==> config.mk <==
export PLATFORM = sky130hd
export DESIGN_NAME = m_stage_reg_flat
export DESIGN_NICKNAME = d
export VERILOG_FILES = /design/src/rtl/m_stage_reg_if.sv /design/src/rtl/m_stage_reg.sv /design/src/flat_wrapper.sv
export SDC_FILE = /design/constraint.sdc
export NUM_CORES = 1
export LEC_CHECK = 0
export CORE_AREA = 2 2 129 131
export DETAILED_ROUTE_END_ITERATION = 10
export DIE_AREA = 0 0 131 133
export GPL_ROUTABILITY_DRIVEN = 1
export GPL_TIMING_DRIVEN = 0
export PLACE_DENSITY = 0.91
export SLEW_MARGIN = 10
export SYNTH_ARGS = -nofsm -noshare
export SYNTH_HDL_FRONTEND = slang
export SYNTH_SLANG_ARGS = --single-unit
export TNS_END_PERCENT = 1
==> constraint.sdc <==
create_clock -name clk -period 4.9 [get_ports clk]
set_input_delay 0.98 -clock clk [delete_from_list [all_inputs] [get_ports clk]]
set_output_delay 0.98 -clock clk [all_outputs]
set_load 0.01 [all_outputs]
==> src/rtl/m_stage_reg_if.sv <==
// EX->MEM stage bundle: control levels from the hazard unit, E-stage payload in,
// registered M-stage contents out.
interface m_stage_reg_if #(
    parameter int W     = 32,
    parameter int EXC_W = 5,
    parameter int CNT_W = 4
);
    logic             en;
    logic             flush;
    logic             req;

    logic [W-1:0]     E_instr;
    logic [4:0]       E_A2;
    logic [4:0]       E_A3;
    logic [W-1:0]     E_AR;
    logic [W-1:0]     E_V2;
    logic [W-1:0]     E_pc;
    logic             E_bd;
    logic [EXC_W-1:0] E_exc;
    logic             E_ov;

    logic [W-1:0]     M_instr;
    logic [4:0]       M_A2;
    logic [4:0]       M_A3;
    logic [W-1:0]     M_AR;
    logic [W-1:0]     M_V2;
    logic [W-1:0]     M_pc;
    logic [W-1:0]     M_pc8;
    logic             M_bd;
    logic [EXC_W-1:0] M_exc;
    logic             M_valid;
    logic [CNT_W-1:0] M_hold_cnt;

    // Driver side: hazard unit plus E stage.
    modport master (
        output en, flush, req,
        output E_instr, E_A2, E_A3, E_AR, E_V2, E_pc, E_bd, E_exc, E_ov,
        input  M_instr, M_A2, M_A3, M_AR, M_V2, M_pc, M_pc8, M_bd, M_exc,
        input  M_valid, M_hold_cnt
    );

    // Pipeline register side.
    modport slave (
        input  en, flush, req,
        input  E_instr, E_A2, E_A3, E_AR, E_V2, E_pc, E_bd, E_exc, E_ov,
        output M_instr, M_A2, M_A3, M_AR, M_V2, M_pc, M_pc8, M_bd, M_exc,
        output M_valid, M_hold_cnt
    );
endinterface

==> src/rtl/m_stage_reg.sv <==
// EX->MEM pipeline register with prioritised reset / exception clear / bubble /
// stall-hold / load actions, overflow merge into the exception code and
// writeback suppression for excepting instructions.
module m_stage_reg #(
    parameter int               W          = 32,
    parameter logic [W-1:0]     RESET_PC   = 32'h0000_3000,
    parameter logic [W-1:0]     HANDLER_PC = 32'h0000_4180,
    parameter int               EXC_W      = 5,
    parameter logic [EXC_W-1:0] OV_CODE    = 5'd12,
    parameter int               CNT_W      = 4
) (
    input logic         clk,
    input logic         reset,
    m_stage_reg_if.slave bus
);
    localparam logic [W-1:0]     RESET_PC8   = RESET_PC + W'(8);
    localparam logic [W-1:0]     HANDLER_PC8 = HANDLER_PC + W'(8);
    localparam logic [CNT_W-1:0] CNT_MAX     = '1;

    logic [W-1:0]     instr_q;
    logic [4:0]       a2_q;
    logic [4:0]       a3_q;
    logic [W-1:0]     ar_q;
    logic [W-1:0]     v2_q;
    logic [W-1:0]     pc_q;
    logic [W-1:0]     pc8_q;
    logic             bd_q;
    logic [EXC_W-1:0] exc_q;
    logic             valid_q;
    logic [CNT_W-1:0] cnt_q;

    logic [EXC_W-1:0] exc_merged;
    logic [4:0]       a3_load;
    logic [W-1:0]     e_pc8;

    // Earlier-stage exception outranks a fresh overflow; excepting instructions never write back.
    always_comb begin
        exc_merged = '0;
        if (bus.E_exc != '0)
            exc_merged = bus.E_exc;
        else if (bus.E_ov)
            exc_merged = OV_CODE;
        a3_load = (exc_merged != '0) ? 5'd0 : bus.E_A3;
        e_pc8   = bus.E_pc + W'(8);
    end

    // One action per edge: reset > req > flush > stall > load.
    always_ff @(posedge clk) begin
        if (reset || bus.req) begin
            instr_q <= '0;
            a2_q    <= '0;
            a3_q    <= '0;
            ar_q    <= '0;
            v2_q    <= '0;
            bd_q    <= 1'b0;
            exc_q   <= '0;
            valid_q <= 1'b0;
            cnt_q   <= '0;
            pc_q    <= reset ? RESET_PC  : HANDLER_PC;
            pc8_q   <= reset ? RESET_PC8 : HANDLER_PC8;
        end else if (bus.flush) begin
            // Bubble keeps the slot's PC/BD so a later exception can still report EPC.
            instr_q <= '0;
            a2_q    <= '0;
            a3_q    <= '0;
            ar_q    <= '0;
            v2_q    <= '0;
            exc_q   <= '0;
            valid_q <= 1'b0;
            cnt_q   <= '0;
            pc_q    <= bus.E_pc;
            pc8_q   <= e_pc8;
            bd_q    <= bus.E_bd;
        end else if (!bus.en) begin
            if (!valid_q)
                cnt_q <= '0;
            else if (cnt_q != CNT_MAX)
                cnt_q <= cnt_q + CNT_W'(1);
        end else begin
            instr_q <= bus.E_instr;
            a2_q    <= bus.E_A2;
            a3_q    <= a3_load;
            ar_q    <= bus.E_AR;
            v2_q    <= bus.E_V2;
            pc_q    <= bus.E_pc;
            pc8_q   <= e_pc8;
            bd_q    <= bus.E_bd;
            exc_q   <= exc_merged;
            valid_q <= 1'b1;
            cnt_q   <= '0;
        end
    end

    assign bus.M_instr    = instr_q;
    assign bus.M_A2       = a2_q;
    assign bus.M_A3       = a3_q;
    assign bus.M_AR       = ar_q;
    assign bus.M_V2       = v2_q;
    assign bus.M_pc       = pc_q;
    assign bus.M_pc8      = pc8_q;
    assign bus.M_bd       = bd_q;
    assign bus.M_exc      = exc_q;
    assign bus.M_valid    = valid_q;
    assign bus.M_hold_cnt = cnt_q;
endmodule

==> src/flat_wrapper.sv <==
// flat-port wrapper written by rule: the top's interface ports become plain ports
module m_stage_reg_flat 
#(
    parameter int               W          = 32,
    parameter logic [W-1:0]     RESET_PC   = 32'h0000_3000,
    parameter logic [W-1:0]     HANDLER_PC = 32'h0000_4180,
    parameter int               EXC_W      = 5,
    parameter logic [EXC_W-1:0] OV_CODE    = 5'd12,
    parameter int               CNT_W      = 4
)
  (clk, reset, bus_en, bus_flush, bus_req, bus_E_instr, bus_E_A2, bus_E_A3, bus_E_AR, bus_E_V2, bus_E_pc, bus_E_bd, bus_E_exc, bus_E_ov, bus_M_instr, bus_M_A2, bus_M_A3, bus_M_AR, bus_M_V2, bus_M_pc, bus_M_pc8, bus_M_bd, bus_M_exc, bus_M_valid, bus_M_hold_cnt);
  m_stage_reg_if #(.W(W), .EXC_W(EXC_W), .CNT_W(CNT_W)) bus_i ();
  input logic clk;
  input logic reset;
  input wire logic [$bits(bus_i.en)-1:0] bus_en;
  input wire logic [$bits(bus_i.flush)-1:0] bus_flush;
  input wire logic [$bits(bus_i.req)-1:0] bus_req;
  input wire logic [$bits(bus_i.E_instr)-1:0] bus_E_instr;
  input wire logic [$bits(bus_i.E_A2)-1:0] bus_E_A2;
  input wire logic [$bits(bus_i.E_A3)-1:0] bus_E_A3;
  input wire logic [$bits(bus_i.E_AR)-1:0] bus_E_AR;
  input wire logic [$bits(bus_i.E_V2)-1:0] bus_E_V2;
  input wire logic [$bits(bus_i.E_pc)-1:0] bus_E_pc;
  input wire logic [$bits(bus_i.E_bd)-1:0] bus_E_bd;
  input wire logic [$bits(bus_i.E_exc)-1:0] bus_E_exc;
  input wire logic [$bits(bus_i.E_ov)-1:0] bus_E_ov;
  output wire logic [$bits(bus_i.M_instr)-1:0] bus_M_instr;
  output wire logic [$bits(bus_i.M_A2)-1:0] bus_M_A2;
  output wire logic [$bits(bus_i.M_A3)-1:0] bus_M_A3;
  output wire logic [$bits(bus_i.M_AR)-1:0] bus_M_AR;
  output wire logic [$bits(bus_i.M_V2)-1:0] bus_M_V2;
  output wire logic [$bits(bus_i.M_pc)-1:0] bus_M_pc;
  output wire logic [$bits(bus_i.M_pc8)-1:0] bus_M_pc8;
  output wire logic [$bits(bus_i.M_bd)-1:0] bus_M_bd;
  output wire logic [$bits(bus_i.M_exc)-1:0] bus_M_exc;
  output wire logic [$bits(bus_i.M_valid)-1:0] bus_M_valid;
  output wire logic [$bits(bus_i.M_hold_cnt)-1:0] bus_M_hold_cnt;
  assign bus_i.en = bus_en;
  assign bus_i.flush = bus_flush;
  assign bus_i.req = bus_req;
  assign bus_i.E_instr = bus_E_instr;
  assign bus_i.E_A2 = bus_E_A2;
  assign bus_i.E_A3 = bus_E_A3;
  assign bus_i.E_AR = bus_E_AR;
  assign bus_i.E_V2 = bus_E_V2;
  assign bus_i.E_pc = bus_E_pc;
  assign bus_i.E_bd = bus_E_bd;
  assign bus_i.E_exc = bus_E_exc;
  assign bus_i.E_ov = bus_E_ov;
  assign bus_M_instr = bus_i.M_instr;
  assign bus_M_A2 = bus_i.M_A2;
  assign bus_M_A3 = bus_i.M_A3;
  assign bus_M_AR = bus_i.M_AR;
  assign bus_M_V2 = bus_i.M_V2;
  assign bus_M_pc = bus_i.M_pc;
  assign bus_M_pc8 = bus_i.M_pc8;
  assign bus_M_bd = bus_i.M_bd;
  assign bus_M_exc = bus_i.M_exc;
  assign bus_M_valid = bus_i.M_valid;
  assign bus_M_hold_cnt = bus_i.M_hold_cnt;
  m_stage_reg #(.W(W), .RESET_PC(RESET_PC), .HANDLER_PC(HANDLER_PC), .EXC_W(EXC_W), .OV_CODE(OV_CODE), .CNT_W(CNT_W)) u_core (.clk(clk), .reset(reset), .bus(bus_i));
endmodule
# ---- Word level (Yosys, flattened, before mapping)
# Index checks and enable logic that the tools add are counted.
dict set report word_totals {
  word_cells 35
  output_inout_bits 181
  in_bits 150
  register_bits 181
}
dict set report classes {
  n_addsub 2
  bitwise_logic 1
  eq_ne 1
  n_mux 13
  reduce_logical 7
}
# cell count
set ops {}
lappend ops {{$mux 32} 6}
lappend ops {{$add 32x4->32 const B} 1}
lappend ops {{$mux 15} 2}
lappend ops {{$mux 5} 2}
lappend ops {{$reduce_bool 5->1} 2}
lappend ops {{$add 4x1->4 const B} 1}
lappend ops {{$mux 4} 1}
lappend ops {{$ne 4x4->1 const B} 1}
lappend ops {{$reduce_or 4->1} 1}
lappend ops {{$reduce_bool 3->1} 1}
lappend ops {{$mux 1} 2}
lappend ops {{$reduce_bool 2->1} 1}
lappend ops {{$reduce_or 2->1} 1}
lappend ops {{$logic_or 1x1->1} 1}
lappend ops {{$not 1->1} 1}

# ---- Depth between registers and ports, before layout
# Gate-level depths: netlist (run 1).
dict set report logic_depth {
  word_depth 4
  ltp_mapped 6
  mapped_depth_nobuf 5
}

# ---- Worst setup path before layout (run 1)
# Ideal clock, no wire load.
dict set report synth_path {
  kind {input-to-reg}
  startpoint {input port bus_req}
  endpoint {register u_core.pc8_q[0] (netlist: u_core.bus.M_pc8[0]) (enable)}
  path_stages 5
  setup_ps 528
  required_ps 4372
  arrival_ps 2834
  n_path_buf 2
  slack_ps 1539
  cell_sequence {or2_2 > nor3_1 > clkbuf_1 > clkbuf_1 > inv_1}
}
dict set report synth_via {
  elab_chain_cells 2
}
# element line_no
set synth_lines {}
lappend synth_lines {{from (decl)} flat_wrapper.sv:17} ;# input wire logic [$bits(bus_i.req)-1:0] bus_req;
lappend synth_lines {{$logic_or 1x1->1} m_stage_reg.sv:49} ;# if (reset || bus.req) begin
lappend synth_lines {{$reduce_bool 3->1 (no line)} --}
lappend synth_lines {{to (signal assigned)} m_stage_reg.sv:60} ;# pc8_q <= reset ? RESET_PC8 : HANDLER_PC8;
lappend synth_lines {{to (signal assigned)} m_stage_reg.sv:72} ;# pc8_q <= e_pc8;
lappend synth_lines {{to (signal assigned)} m_stage_reg.sv:86} ;# pc8_q <= e_pc8;
lappend synth_lines {{to (decl)} m_stage_reg.sv:26} ;# logic [W-1:0] pc8_q;
# Every way passes these cells.
# A chain may end at the register's enable or synchronous reset.

# ---- Final worst setup path (run 1)
dict set report layout_path {
  startpoint {input port bus_req}
  endpoint {register u_core.pc_q[15] (netlist: u_core.bus.M_pc[15]) (enable)}
}
dict set report layout_via {
  elab_chain_cells 2
}
# element line_no
set layout_lines {}
lappend layout_lines {{$logic_or 1x1->1} m_stage_reg.sv:49}
lappend layout_lines {{$reduce_bool 3->1 (no line)} --}
lappend layout_lines {{to (signal assigned)} m_stage_reg.sv:59} ;# pc_q <= reset ? RESET_PC : HANDLER_PC;
lappend layout_lines {{to (signal assigned)} m_stage_reg.sv:71} ;# pc_q <= bus.E_pc;
lappend layout_lines {{to (signal assigned)} m_stage_reg.sv:85} ;# pc_q <= bus.E_pc;
lappend layout_lines {{to (decl)} m_stage_reg.sv:25} ;# logic [W-1:0] pc_q;
# Every way passes these cells.

==> results.txt, run 1 <==
The hold violation total from the final report is 0. The leakage power total is 4.03 nW. The area of the multi-input gates is 2020 sq um.

The post-detailed-route wirelength per cell is 18.9 um. The total nets after synthesis came out at 659. The number of global-route vias before repair came to 5641.

In this run the worst setup path begins at bus_req. The width of the die is 131 um. The total grt overflow is 0. The post-cts hold buffer count is 0.

The average vias per placed instance is 5.13. The ratio of final minimum period to clock period is 75.4%. By instance count, the leading cell after synthesis is dfxtp_1. At the end of the flow, the number of nets in the layout was 1008. For this run, the total global-route usage over all layers was measured as 23.1%. Each instance of the synthesized netlist takes up on average 12.6 sq um.

From bottom edge to top edge, the die measures 133 um. Summing every instance area after synthesis gives 6390 sq um. The fraction of registers with async set or reset after synthesis came out at 0%. The most used flip-flop cell after synthesis is dfxtp_1.

TritonCTS built the clock tree. The number of top-level pins is 331. The worst setup path is of the input pin to flop kind. The total of flip-flops plus latches after synthesis came out at 178. The standard-cell row count came out at 47.

The number of DRC violations after detailed routing came out at 0. The highest fanout seen on the critical path came out at 45. The clock transition at the registers of the reported paths is 0.07 ns. The area growth from synthesis to final layout is 65.2%. The largest voltage drop on the vdd net is 0.000235 V. The depth of the CTS H-tree came out at 4. In this run, the number of DRC markers left after iteration 0 of detailed routing was 265. After clock tree synthesis, the repair step resized 0 gates. The tightest min-delay check is of the flop to flop type.

The via count came out at 5587. The final antenna-violating net count is 0. Sorting the synthesized cells by area gives the leading types as dfxtp_1 37%, edfxtp_1 29%, a22o_1 15%. The total count of max-transition violations in the final report is 0. The number of maximum-capacitance violations came out at 0.

The worst-margin pin slew is 0.685 ns. The setup fix buffers added after clock tree synthesis came out at 0. The cell count after synthesis is 507. The clock latency reported for the late side of the worst-skew pair is 0.42 ns. The shortest clock period the worst path allows after layout is 3.70 ns. The warning count from the yosys run came out at 0.

STA classifies the critical path startpoint as an input pin. The number of unique standard cell types used by synthesis is 39. The power per cell area is 312 nW/um^2. Once the floorplan was initialized, standard cells occupied 39.5% of the core. Input and output buffers added on the ports amount to 329.

The overall routed net length is 20.6 mm. The layout cell share with drive strength beyond 1 came out at 6.79%. Counting instances in the post-synthesis netlist gives the leading cell types as 117 x dfxtp_1, 109 x a22o_1, 61 x edfxtp_1, 35 x nor2_1. Entering global routing, the biggest net connects 46 pins. The capture point of the worst path is u_core.bus.M_pc[15].

The number of enable-type register cells in the synthesized netlist came out at 61. The antenna cell count came out at 0. The number of buffers inserted during clock tree synthesis is 17. The sequential standard cell area is 4170 sq um.

Setup violations remaining at the end of the flow were counted as 0. The worst-case reg-to-reg path depth came out at 4. The internal reg-to-reg setup slack is 3.71 ns. Based on the critical path, the design can be clocked at up to 271 MHz. The first detailed-routing pass ran for 5 iterations. In this run the tightest slew margin relative to its limit is 54.3%. The clock skew after layout came out at 0.00479 ns. The number of buffers between clock root and the deepest sink came out at 2. The clock drives 178 sinks. The half-perimeter wire length after placement is 15.8 mm. The final weighted congestion of routability-driven global placement came out at 0.838.

The final sum of negative setup slack is 0 ns. Overall power consumption after layout is estimated at 3.30 mW. The area of the core region came out at 16200 sq um. Summed over all instances, the cell type with the most area after synthesis is dfxtp_1. The initial antenna violation count is 0.

The run finished with clean final reports. Setup repair after global routing left no endpoint under its margin. The total die area came out at 17400 sq um. Summed over its instances, the top area cell type makes up 36.6% of the synthesized netlist area. The number of filler cells placed in the layout is 1186.

STA puts the critical path data required time at 5.06 ns. The worst register-to-register path ends at u_core.bus.M_hold_cnt[1]. Hold timing on the final database bottoms out at a slack of 0.462 ns. The sequential element share of the synthesized area came out at 65.3%. The startpoint identified for the worst register-to-register timing path is u_core.bus.M_hold_cnt[1].

The root buffer cell chosen for the clock tree is clkbuf_16. The worst setup path is captured at a flop. The first global-routing pass estimated 30.4 mm of wire. The signal arrival time at the worst endpoint came out at 3.85 ns.
-- cell usage in the layout, fill, tap and decap left out, types with 11 or more instances in the layout --
cell type	instances
a21oi_1	13
nor3_1	11
and2_1	24
dfxtp_1	117
nand2_1	14
clkbuf_16	18
a22o_1	109
clkdlybuf4s50_1	329
nand3_1	12
clkbuf_1	26
edfxtp_1	61
nor2_1	35
-- metrics by stage --
stage,setup WS [ns],instance area [sq um],util (%),instances
after global placement,-0.0819,9960,61.6,1056
after global routing,0.970,10600,65.3,1089
after CTS,1.16,10600,65.3,1089
final,1.20,10600,65.3,1089
after floorplan,1.54,6390,-,507
after detailed placement,0.707,9980,61.7,1057
-- critical path: stages --
cell             delay (ns)
clkdlybuf4s50_1        0.49
or2_2                  0.38
nor3_1                 0.26
clkbuf_1               0.47
clkbuf_1               0.59
inv_2                  0.36
buf_12                 0.29
-- logic make-up (layout without fill, tap and decap cells) --
kind of cell	count (synthesis)	count (layout)	synth area share [%]
buf+inv	45	407	3.07
compound gates	140	140	17.7
mux	10	10	1.74
xor+xnor	11	11	1.51
simple gates	121	121	10.3
flops	178	178	65.3
fa+ha+maj	2	2	0.391
-- sequential cells by signal, indices dropped and copies added, names as in the netlist --
| signal | count |
|---|---|
| u_core.bus.M_valid | 1 |
| u_core.bus.M_A3 | 5 |
| u_core.bus.M_V2 | 32 |
| u_core.bus.M_hold_cnt | 4 |
| u_core.bus.M_instr | 32 |
| u_core.bus.M_bd | 1 |
| u_core.bus.M_pc8 | 32 |
| u_core.bus.M_exc | 5 |
| u_core.bus.M_AR | 32 |
| u_core.bus.M_pc | 29 |
| u_core.bus.M_A2 | 5 |
-- where the power goes --
group          switching, mW  internal [mW]  total (mW)
clock                  0.571          0.763        1.33
combinational          0.140          0.223       0.363
sequential            0.0213           1.58        1.60
total                  0.732           2.56        3.30
-- metal layers --
metal  wire length [um]  share of wire, %  track usage, %
met1               7730                38            25.6
met2              10800                52            40.8
met3               1580               7.7            6.75
met4                531               2.6            9.10
met5                  0                 0               0
-- worst min path at each step --
stage | from | to | slack (ns) | cells after the start
6_report | u_core.bus.M_bd | u_core.bus.M_bd | 0.46 | 2
3_3_place_gp | u_core.bus.M_bd | u_core.bus.M_bd | 0.44 | 2
5_1_grt | u_core.bus.M_bd | u_core.bus.M_bd | 0.47 | 2
3_5_place_dp | u_core.bus.M_bd | u_core.bus.M_bd | 0.45 | 2
4_1_cts | u_core.bus.M_bd | u_core.bus.M_bd | 0.47 | 2
2_1_floorplan | u_core.bus.M_bd | u_core.bus.M_bd | 0.48 | 2
-- area by class of cell --
type | count | area share (%)
clock buffers | 22 | 4.59
plain buffers | 36 | 1.54
well taps | 220 | 2.61
clock inverters | 10 | 0.912
multi-input cells | 284 | 19.2
inverters | 9 | 0.320
flip-flops and latches | 178 | 39.5
repair buffers | 330 | 31.4
(Power assumes the default switching activity.)
==> inputs of run 2 (changes only) <==
- CORE_AREA: 2 2 129 131 -> not set
- CORE_ASPECT_RATIO: not set -> 1.1
- CORE_MARGIN: not set -> 2
- CORE_UTILIZATION: not set -> 40
- DIE_AREA: 0 0 131 133 -> not set
- clock period: 4.9 -> 3.8 ns (I/O delays scaled with it)
==> run 2 against run 1 <==
Via count decreased by 0.82%. Wire length decreased by 1.1%. Combinational power increased by 29%. Highest routed layer unchanged.
==> results.txt, run 2 (synthesis gave the netlist of run 1 again) <==
The global-route wire length before repair came out at 30.6 mm. The maximum clock rate came out at 297 MHz. In this run the worst path has a maximum fanout of 36.

The number of buffers inserted during clock tree synthesis is 17. The tree is rooted in a clkbuf_16. After detailed routing, the average wire length per cell comes to 19.0 um. The shortest clock period the worst path allows after layout came out at 3.37 ns. After detailed routing, the total wire length is 20.4 mm. After clock tree synthesis, the repair step resized 0 gates.

The area growth from synthesis to layout is 65.0%. The first-pass iteration count of the detailed router came out at 7. The clock share of power came out at 40.9%. The leakage power total came out at 4.03 nW. The count of input and output buffers is 329. The via count is 5541. The post-cts hold buffer count came out at 0.

The tightest min-delay check is of the flop to flop type. Together, buffers and inverters on the worst path number 5. The fraction of power consumed by sequential logic is 48.2%. Counting along the longest clock path gives a buffer depth of 2.

In this design, the stage delay of the slowest critical-path cell is 0.52 ns. The depth of the CTS H-tree came out at 4. Measured against its own limit, the worst slew margin works out to 58.5%.

The worst setup path is launched from an input pin. Leaving out fill and tap cells, the most frequent cells in the layout are 329 x clkdlybuf4s50_1, 117 x dfxtp_1, 109 x a22o_1, 61 x edfxtp_1, 35 x nor2_1. Once the floorplan was initialized, standard cells occupied 40.8% of the core.

The design internal power is 3.31 mW. In the final layout, the share of cells above drive strength 1 is 7.13%. The die extent in y came out at 137 um.

The clock latency reported for the late side of the worst-skew pair came out at 0.42 ns. The critical path in this run is classified as input pin to flop. The overall routing resource usage is 23.3%.

The average vias per placed instance is 5.18. The area of the multi-input gates came out at 2020 sq um. The power per cell area is 405 nW/um^2. The worst-margin pin slew is 0.622 ns.

The hold violation total from the final report is 0. The DRC marker count from the first detailed-route iteration came out at 301. Once detailed placement completed, the half-perimeter wirelength came to 15.8 mm. The initial antenna violation count was 1.

Adding up every negative setup slack in the final design gives 0 ns. For the worst setup path, the data required time is 3.96 ns. The standard-cell row count is 48. The flow ran to the end, and the final reports show no timing, DRC or antenna violations. The ratio of final minimum period to clock period is 88.6%. The sequential cells in the finished layout cover a total of 4170 sq um. The clock transition at the registers of the reported paths came out at 0.06 ns. The number of global-route vias before repair is 5616. The largest net degree at the start of global routing is 37.

Across the VDD grid, the largest voltage drop is 0.000264 V. The library cell used most frequently in the layout, excluding fill and tap cells, is clkdlybuf4s50_1. The floorplan step defined a die boundary enclosing 17000 sq um. Among the stages of the critical path, the cell type that occurs most often is clkbuf_1. The number of maximum-capacitance violations came out at 0. The final hold slack came out at 0.464 ns.

The setup fix buffers added after clock tree synthesis came out at 0. The worst setup path is captured at a flop. The total grt overflow came out at 0. The cell family contributing the most delay on the critical path is buffers and inverters.

The CTS tree is done. The final weighted congestion of routability-driven global placement is 0.847. In the routed design, unresolved DRC markers number 0. The pre-CTS setup slack came out at -0.124 ns. Setup repair after global routing left no endpoint under its margin. The final layout contains 1008 nets.

The total count of max-transition violations in the final report came out at 0. The number of filler cells placed in the layout is 1116. The signal arrival time at the worst endpoint is 3.53 ns. Measured along the x axis, the die boundary spans 125 um. The proportion of total power due to net switching is 22.6%. The worst-path cell with the longest stage delay is clkbuf_1. The tree built by TritonCTS fans out to 178 sinks. The repair_antennas step left the layout with diodes totalling 0. For this design the total switching power over the nets is 0.967 mW.

The combinational fraction of design power is 10.9%. The clock skew after layout is 0.00502 ns. The overall power of the completed layout is 4.28 mW. Once routing completed, OpenROAD measured the worst setup slack at 0.432 ns.

Pin placement for this block handled 331 I/O pins. The final antenna-violating net count came out at 0. The count of final setup violators came out at 0. The signal on the critical path passes through clkdlybuf4s50_1 -> or2_2 -> nor3_1 -> clkbuf_1 -> clkbuf_1 -> inv_2 -> buf_12. The floorplan step defined a core boundary enclosing 15700 sq um.
[run 2: metrics by stage]
step,cells,area (sq um),util (%)
final,1069,10600,67.3
after global routing,1069,10600,67.3
after CTS,1069,10600,67.3
after detailed placement,1037,9960,63.5
after global placement,1036,9940,63.4
after floorplan,507,6390,-
[run 2: final timing paths]
path	from	endpoint	slack, ns	cells past startpoint
hold reg to reg	u_core.bus.M_bd	u_core.bus.M_bd	0.46	2
setup reg to reg	u_core.bus.M_hold_cnt[0]	u_core.bus.M_hold_cnt[1]	2.68	4
setup / recovery	bus_req	u_core.bus.M_pc8[17]	0.43	7
hold / removal	u_core.bus.M_bd	u_core.bus.M_bd	0.46	2
[run 2: per-layer routing]
layer / part of all wire (%) / track usage [%] / vias to the layer above
met2: 52 / 42.3 / 307
met1: 37 / 25.2 / 2588
met4: 3.2 / 10.8 / 0
met5: 0 / 0 / -
li1: - / - / 2594
met3: 8.2 / 6.76 / 52
[run 2: worst register-to-register path, stage by stage (launching register included)]
cell and delay [ns]:
dfxtp_1 0.41, ha_1 0.23, nand3_1 0.14, mux2i_1 0.18, nor2_1 0.05
[run 2: power groups by stage]
stage | logic [mW] | registers, mW | clock network [mW]
6_report | 0.468 | 2.06 | 1.75
5_1_grt | 0.496 | 2.07 | 1.85
3_5_place_dp | 0.467 | 2.10 | 0
3_3_place_gp | 0.454 | 2.10 | 0
4_1_cts | 0.470 | 2.06 | 1.78
2_1_floorplan | 0.0910 | 2.14 | 0
[run 2: final cells by class]
cell class | instances | share of cell area (%)
clock inverters | 12 | 1.09
multi-input cells | 284 | 19.2
well taps | 200 | 2.37
repair buffers | 330 | 31.4
clock buffers | 20 | 4.53
flip-flops and latches | 178 | 39.6
inverters | 9 | 0.320
plain buffers | 36 | 1.54
